===== config.mk =====
export PLATFORM = sky130hd
export DESIGN_NAME = batch_1_sdiv_seq_35s_9u
export DESIGN_NICKNAME = d
export VERILOG_FILES = /design/src/rtl/batch_1_sdiv_seq_35s_9u.sv
export SDC_FILE = /design/constraint.sdc
export NUM_CORES = 1
export LEC_CHECK = 0
export ABC_AREA = 1
export CORE_ASPECT_RATIO = 1.1
export CORE_UTILIZATION = 42
export DETAILED_ROUTE_END_ITERATION = 8
export SLEW_MARGIN = 25
export SYNTH_ARGS = -nofsm -noshare
export SYNTH_HDL_FRONTEND = slang
export SYNTH_SLANG_ARGS = --single-unit

===== constraint.sdc =====
create_clock -name ap_clk -period 3.4 [get_ports ap_clk]
set_input_delay 0.34 -clock ap_clk [delete_from_list [all_inputs] [get_ports ap_clk]]
set_output_delay 0.34 -clock ap_clk [all_outputs]
set_load 0.03 [all_outputs]

===== src/rtl/batch_1_sdiv_seq_35s_9u.sv =====
// -----------------------------------------------------------------------------
// batch_1_sdiv_seq_35s_9u
// Sequential signed-by-unsigned divider. It is the inverse of a signed-26 x
// unsigned-9 multiplier. A 35-bit two's-complement dividend is divided by a
// 9-bit unsigned divisor, one quotient bit per cycle (restoring shift-subtract,
// MSB first). The quotient truncates toward zero. The remainder takes the sign
// of the dividend.
//
// Ports
//   ap_clk   in   1   sole clock, rising edge
//   ap_rst   in   1   synchronous active-high reset
//   ap_start in   1   request, only looked at while idle
//   din0     in  35   signed dividend
//   din1     in   9   unsigned divisor
//   ap_idle  out  1   high only while idle
//   ap_done  out  1   one-cycle pulse; result outputs are valid
//   ap_ready out  1   same as ap_done
//   dout     out 26   signed quotient (saturated on overflow / divide by zero)
//   rem      out 10   signed remainder
//   ovf      out  1   quotient saturated
//   dbz      out  1   divisor was zero
//
// Timing: the edge that accepts ap_start loads the operands. The next 35 edges
// each produce one quotient bit. The last of those edges also applies sign
// correction and raises ap_done, so the edge 36 after acceptance samples
// ap_done high. One idle cycle then follows before the next acceptance.
// -----------------------------------------------------------------------------
module batch_1_sdiv_seq_35s_9u #(
  parameter int unsigned ID         = 32'd1,
  parameter int unsigned din0_WIDTH = 32'd35,
  parameter int unsigned din1_WIDTH = 32'd9,
  parameter int unsigned dout_WIDTH = 32'd26
) (
  input  logic                    ap_clk,
  input  logic                    ap_rst,
  input  logic                    ap_start,
  input  logic [din0_WIDTH-1:0]   din0,
  input  logic [din1_WIDTH-1:0]   din1,
  output logic                    ap_idle,
  output logic                    ap_done,
  output logic                    ap_ready,
  output logic [dout_WIDTH-1:0]   dout,
  output logic [din1_WIDTH:0]     rem,
  output logic                    ovf,
  output logic                    dbz
);

  localparam int unsigned DW = din0_WIDTH;
  localparam int unsigned VW = din1_WIDTH;
  localparam int unsigned QW = dout_WIDTH;
  localparam int unsigned RW = din1_WIDTH + 32'd1;

  // Largest legal unsigned quotient magnitude for positive / negative results
  localparam logic [DW-1:0] POS_LIM = {{(DW-QW+1){1'b0}}, {(QW-1){1'b1}}};
  localparam logic [DW-1:0] NEG_LIM = {{(DW-QW){1'b0}}, 1'b1, {(QW-1){1'b0}}};
  localparam logic [QW-1:0] SAT_POS = {1'b0, {(QW-1){1'b1}}};
  localparam logic [QW-1:0] SAT_NEG = {1'b1, {(QW-1){1'b0}}};
  localparam logic [5:0]    CNT_TOP = 6'(DW - 32'd1);

  typedef enum logic [1:0] {
    S_IDLE = 2'd0,
    S_CALC = 2'd1,
    S_DONE = 2'd2
  } state_t;

  state_t          state_r;
  logic [5:0]      cnt_r;
  logic [DW-1:0]   dvd_r;    // dividend magnitude shifting out, quotient shifting in
  logic [RW-1:0]   prem_r;   // partial remainder
  logic [VW-1:0]   div_r;
  logic            neg_r;

  logic [RW-1:0]   shift_s;
  logic            ge_s;
  logic [RW-1:0]   prem_nxt_s;
  logic [DW-1:0]   quo_nxt_s;
  logic [QW-1:0]   fin_q_s;
  logic [RW-1:0]   fin_r_s;
  logic            fin_ovf_s;
  logic            fin_dbz_s;

  // Magnitude of a two's-complement value. The most negative input maps to
  // 2^(DW-1), which still fits as an unsigned DW-bit number.
  function automatic logic [din0_WIDTH-1:0] abs_fn(input logic [din0_WIDTH-1:0] v);
    logic [din0_WIDTH-1:0] m;
    if (v[din0_WIDTH-1]) begin
      m = '0 - v;
    end else begin
      m = v;
    end
    return m;
  endfunction

  assign ap_ready = ap_done;

  // One restoring shift-subtract step on the current partial remainder
  always_comb begin
    shift_s    = {prem_r[RW-2:0], dvd_r[DW-1]};
    ge_s       = (shift_s >= {1'b0, div_r});
    prem_nxt_s = shift_s;
    if (ge_s) begin
      prem_nxt_s = shift_s - {1'b0, div_r};
    end else begin
      prem_nxt_s = shift_s;
    end
    quo_nxt_s  = {dvd_r[DW-2:0], ge_s};
  end

  // Final result from the last step: saturation, divide by zero, sign correction
  always_comb begin
    fin_q_s   = SAT_POS;
    fin_r_s   = '0;
    fin_ovf_s = 1'b0;
    fin_dbz_s = 1'b0;
    if (div_r == '0) begin
      fin_dbz_s = 1'b1;
      fin_q_s   = neg_r ? SAT_NEG : SAT_POS;
    end else if (neg_r ? (quo_nxt_s > NEG_LIM) : (quo_nxt_s > POS_LIM)) begin
      fin_ovf_s = 1'b1;
      fin_q_s   = neg_r ? SAT_NEG : SAT_POS;
    end else if (neg_r) begin
      fin_q_s   = '0 - quo_nxt_s[QW-1:0];
      fin_r_s   = '0 - prem_nxt_s;
    end else begin
      fin_q_s   = quo_nxt_s[QW-1:0];
      fin_r_s   = prem_nxt_s;
    end
  end

  // Control FSM, datapath registers and registered outputs
  always_ff @(posedge ap_clk) begin
    if (ap_rst) begin
      state_r <= S_IDLE;
      cnt_r   <= 6'd0;
      dvd_r   <= '0;
      prem_r  <= '0;
      div_r   <= '0;
      neg_r   <= 1'b0;
      ap_idle <= 1'b1;
      ap_done <= 1'b0;
      dout    <= '0;
      rem     <= '0;
      ovf     <= 1'b0;
      dbz     <= 1'b0;
    end else begin
      case (state_r)
        S_IDLE: begin
          ap_done <= 1'b0;
          if (ap_start) begin
            dvd_r   <= abs_fn(din0);
            neg_r   <= din0[DW-1];
            div_r   <= din1;
            prem_r  <= '0;
            cnt_r   <= CNT_TOP;
            ap_idle <= 1'b0;
            state_r <= S_CALC;
          end else begin
            ap_idle <= 1'b1;
          end
        end
        S_CALC: begin
          dvd_r  <= quo_nxt_s;
          prem_r <= prem_nxt_s;
          if (cnt_r == 6'd0) begin
            dout    <= fin_q_s;
            rem     <= fin_r_s;
            ovf     <= fin_ovf_s;
            dbz     <= fin_dbz_s;
            ap_done <= 1'b1;
            state_r <= S_DONE;
          end else begin
            cnt_r <= cnt_r - 6'd1;
          end
        end
        S_DONE: begin
          ap_done <= 1'b0;
          ap_idle <= 1'b1;
          state_r <= S_IDLE;
        end
        default: begin
          ap_done <= 1'b0;
          ap_idle <= 1'b1;
          state_r <= S_IDLE;
        end
      endcase
    end
  end

endmodule


==> results.md <==
* DRT antenna net count at 0
* Final Max Tran Viols at 0
* Vias after detailed routing at 6,858
* Largest net degree at the start of global routing at 58
* Port bufs at 87
* RSZ-0062 raised after global routing: no
* Max Freq at 0.3142 GHz
* Worst-Margin Slew at 0.7510 ns
* Multi-input gate area at 0.004029 mm2
* Leak at 3.338 nW
* Synthesized cell area at 0.006644 mm2
* Ys async rst share at 0
* Drt first pass iters at 6
* Initial Util at 0.4362
* # clock sinks at 102
* Clk_lat worst skew at 0.36 ns
* Row count at 47
* Post-synth top area cell: dfxtp_1
* Final net count at 1,170
* Yosys warns at 0
* Post-synthesis average cell area at 6.407 um2
* Top_reg_cell synth: dfxtp_1
* Met1 usage at 0.3488
* Via/cell ratio at 5.243
* CP cell instances: inv_1 > ha_1 > inv_2 > fa_2 > nand2_2 > nand2_2 > nand3_2 > nand2_1 > nand2_4 > nand2_4 > inv_2 > ha_4 > nand3_4 > nor2_4 > nand3_4 > or2_4 > nor2_2 > nand2_1 > o21ai_2 > nand2_1 > xor2_1 > nand2_1 > a21oi_2
* Initial antenna violation count at 0
* Total CTS buffers at 9
* Worst EP required at 3.69 ns
* Crit-path max FO at 5
* Final setup fails at 0
* Share of layout cells above drive strength 1 at 0.09353
* GR Util met3 at 0.01871
* Min Tclk post-route at 3.182 ns
* Grt met2 use at 0.3484
* Overall routed net length at 18.53 mm
* Final instance area at 0.008088 mm2
* Register area share after synthesis at 0.3073
* Synth top area share at 0.3073
* Reg2Reg Setup Slack at 0.22 ns
* Filler cells at 1,603
* GR peak layer: met1
* Post-Place Cell Area at 0.007677 mm2
* Syn nets at 1,100
* Setup TNS at 0 ns
* Status: finished, final reports clean
* Global route overflow at 0
* Synth-to-layout area growth at 21.73%
* Routed len/inst at 14.17 um
* Tcrit/Tclk final at 0.9359
* Seq. cell area at 0.002042 mm2
* Crit-path max cell delay at 0.37 ns
* Crit Reg-Reg Startpoint: dvd_r[34]
* Clk_skew at 0.005744 ns
* #FFs+latches synth at 102
* Post-DP HPWL at 13.84 mm
* Most frequent cell on the critical path: nand2_1
* P per Cell Area at 759.6 mW/mm2
* Yosys cell types at 48
* Vias in the first global route at 6,102
* CP Launch Type: flip-flop
* Critical path class: reg -> reg
* Die Wd at 121.9 um
* HP Start: rem[3]
* Initial detailed-routing violation count at 530
* Critical path's slowest cell: fa_2
* Synth top area cells: dfxtp_1, nand2_1, nand3_1
* Antenna diodes at 0
* CP arrival at 3.47 ns
* Total global-route track usage at 0.2333
* Core footprint at 0.01523 mm2
* Hold Vio Cnt, Final at 0
* Min-Delay Path Class: reg -> reg
* I/O pins at 88
* Die area at 0.01633 mm2
* CTS tree: built
* First-pass GRT wire length at 30.76 mm
* Setup crit start: dvd_r[34]
* H-Tree Depth at 3
* Remaining DRCs at 0
* Clock Pin Slew Worst Setup and Hold Paths at 0.07 ns
* Worst setup EP type: flip-flop
* Peak VDD IR at 0.3741 mV
* Maxcap violations at 0
* Die Y at 133.9 um
* EDFF count, synth at 0
* Routability Congestion at 0.8935
* CTS Buffer Depth at 2
* Normalized max-slew margin at 0.4988
* Cell count after synthesis at 1,037
* Root buf cell: clkbuf_16
-- logic make-up (layout without fill, tap and decap cells) --
kind of cell,Yosys count,count (layout),share of synthesized area
xor gates and xnor gates,19,19,0.02505
DFF,102,102,0.3073
buffers and inverters,168,243,0.09925
adders and majority gates,16,16,0.03126
AOI/OAI and AO/OA,213,213,0.1842
and+or+nand+nor,519,519,0.3529
-- worst paths after layout --
| kind | to | depth (start not counted) |
|---|---|---|
| min | rem[3] | 2 |
| max | dout[20] | 23 |
| max reg2reg | dout[20] | 23 |
| min reg2reg | rem[3] | 2 |
-- cells in the final DEF, fill, tap and decap left out, types with 3 or more instances in the layout --
cell and count:
inv_1 113, nor3_1 14, nand3b_1 8, buf_4 15, a21oi_2 11, ha_1 14
nand2_1 248, dfxtp_1 102, xor2_1 15, o21ai_0 64, or2_2 7, o21bai_1 5
nand2_2 12, o22ai_1 3, nor4_1 10, inv_2 8, nor2_2 9, xnor2_1 4
clkbuf_16 9, o21ai_1 8, nor2_4 4, a31oi_1 24, nand2_4 3, nor2_1 76
o211ai_1 3, nand3_1 98, clkdlybuf4s50_1 86, nand4_1 15, a21oi_1 72, nor3_2 3
a22oi_1 15
-- state kept, by name, summed over array words and instances, names as in the netlist --
signal   cells
dbz          1
dvd_r       35
state_r      2
cnt_r        6
rem         10
ap_idle      1
ap_done      1
dout        26
ovf          1
neg_r        1
prem_r       9
div_r        9
-- per-stage QoR --
step	worst slack (ns)	utilization	total power, mW	instances	hold WS (ns)
final	0.2178	0.5310	6.144	1308	0.4649
after global routing	0.01646	0.5310	6.639	1308	0.4876
after CTS	0.04991	0.5229	5.942	1304	0.4701
after detailed placement	0.08148	0.5041	4.935	1288	0.4593
after global placement	0.1895	0.5041	4.949	1288	0.4550
after floorplan	0.3688	-	4.046	1037	0.4239
-- critical path, delay by kind of cell (launching register included) --
family / cells / cell delay [ns]
simple gates: 14 / 1.41
fa+ha+maj: 3 / 0.68
compound gates: 2 / 0.34
flops: 1 / 0.31
buf+inv: 3 / 0.21
xor+xnor: 1 / 0.15
-- Yosys cell counts (10+ instances only) --
| master | instances |
|---|---|
| a21oi_1 | 73 |
| o21ai_0 | 64 |
| nor4_1 | 11 |
| nor3_1 | 14 |
| xor2_1 | 15 |
| dfxtp_1 | 102 |
| a22oi_1 | 15 |
| nand4_1 | 15 |
| nand3_1 | 100 |
| ha_1 | 15 |
| inv_1 | 114 |
| a31oi_1 | 24 |
| nand2_1 | 251 |
| nor2_1 | 80 |
| nand2_2 | 10 |
| clkbuf_1 | 36 |
| a21oi_2 | 10 |
-- layer usage --
metal | wire length (um) | vias to the layer above
met3 | 673 | 19
met2 | 8067 | 164
met4 | 289 | 0
met1 | 9502 | 3082
met5 | 0 | -
li1 | - | 3593
-- report_power, final --
group	switching [mW]	total (mW)	internal [mW]	leakage, nW
logic	2.24	3.54	1.30	2.37
clock network	0.468	1.00	0.535	0.138
registers	0.197	1.60	1.41	0.835
total	2.91	6.14	3.24	3.34
-- final cells by class --
| type | count | share of cell area |
|---|---|---|
| timing repair buffer | 105 | 0.1267 |
| clock inverter | 5 | 0.004177 |
| tap | 196 | 0.03032 |
| multi-input combinational | 767 | 0.4981 |
| inverter | 122 | 0.05693 |
| clock buffer | 11 | 0.03125 |
| sequential | 102 | 0.2525 |
-- timing repair --
item,4_1_cts,5_1_grt
gates resized for setup,0,23
endpoints found under the setup margin,0,36
buffers inserted,0,4
hold buffers,0,0
(Power assumes the default switching activity.)
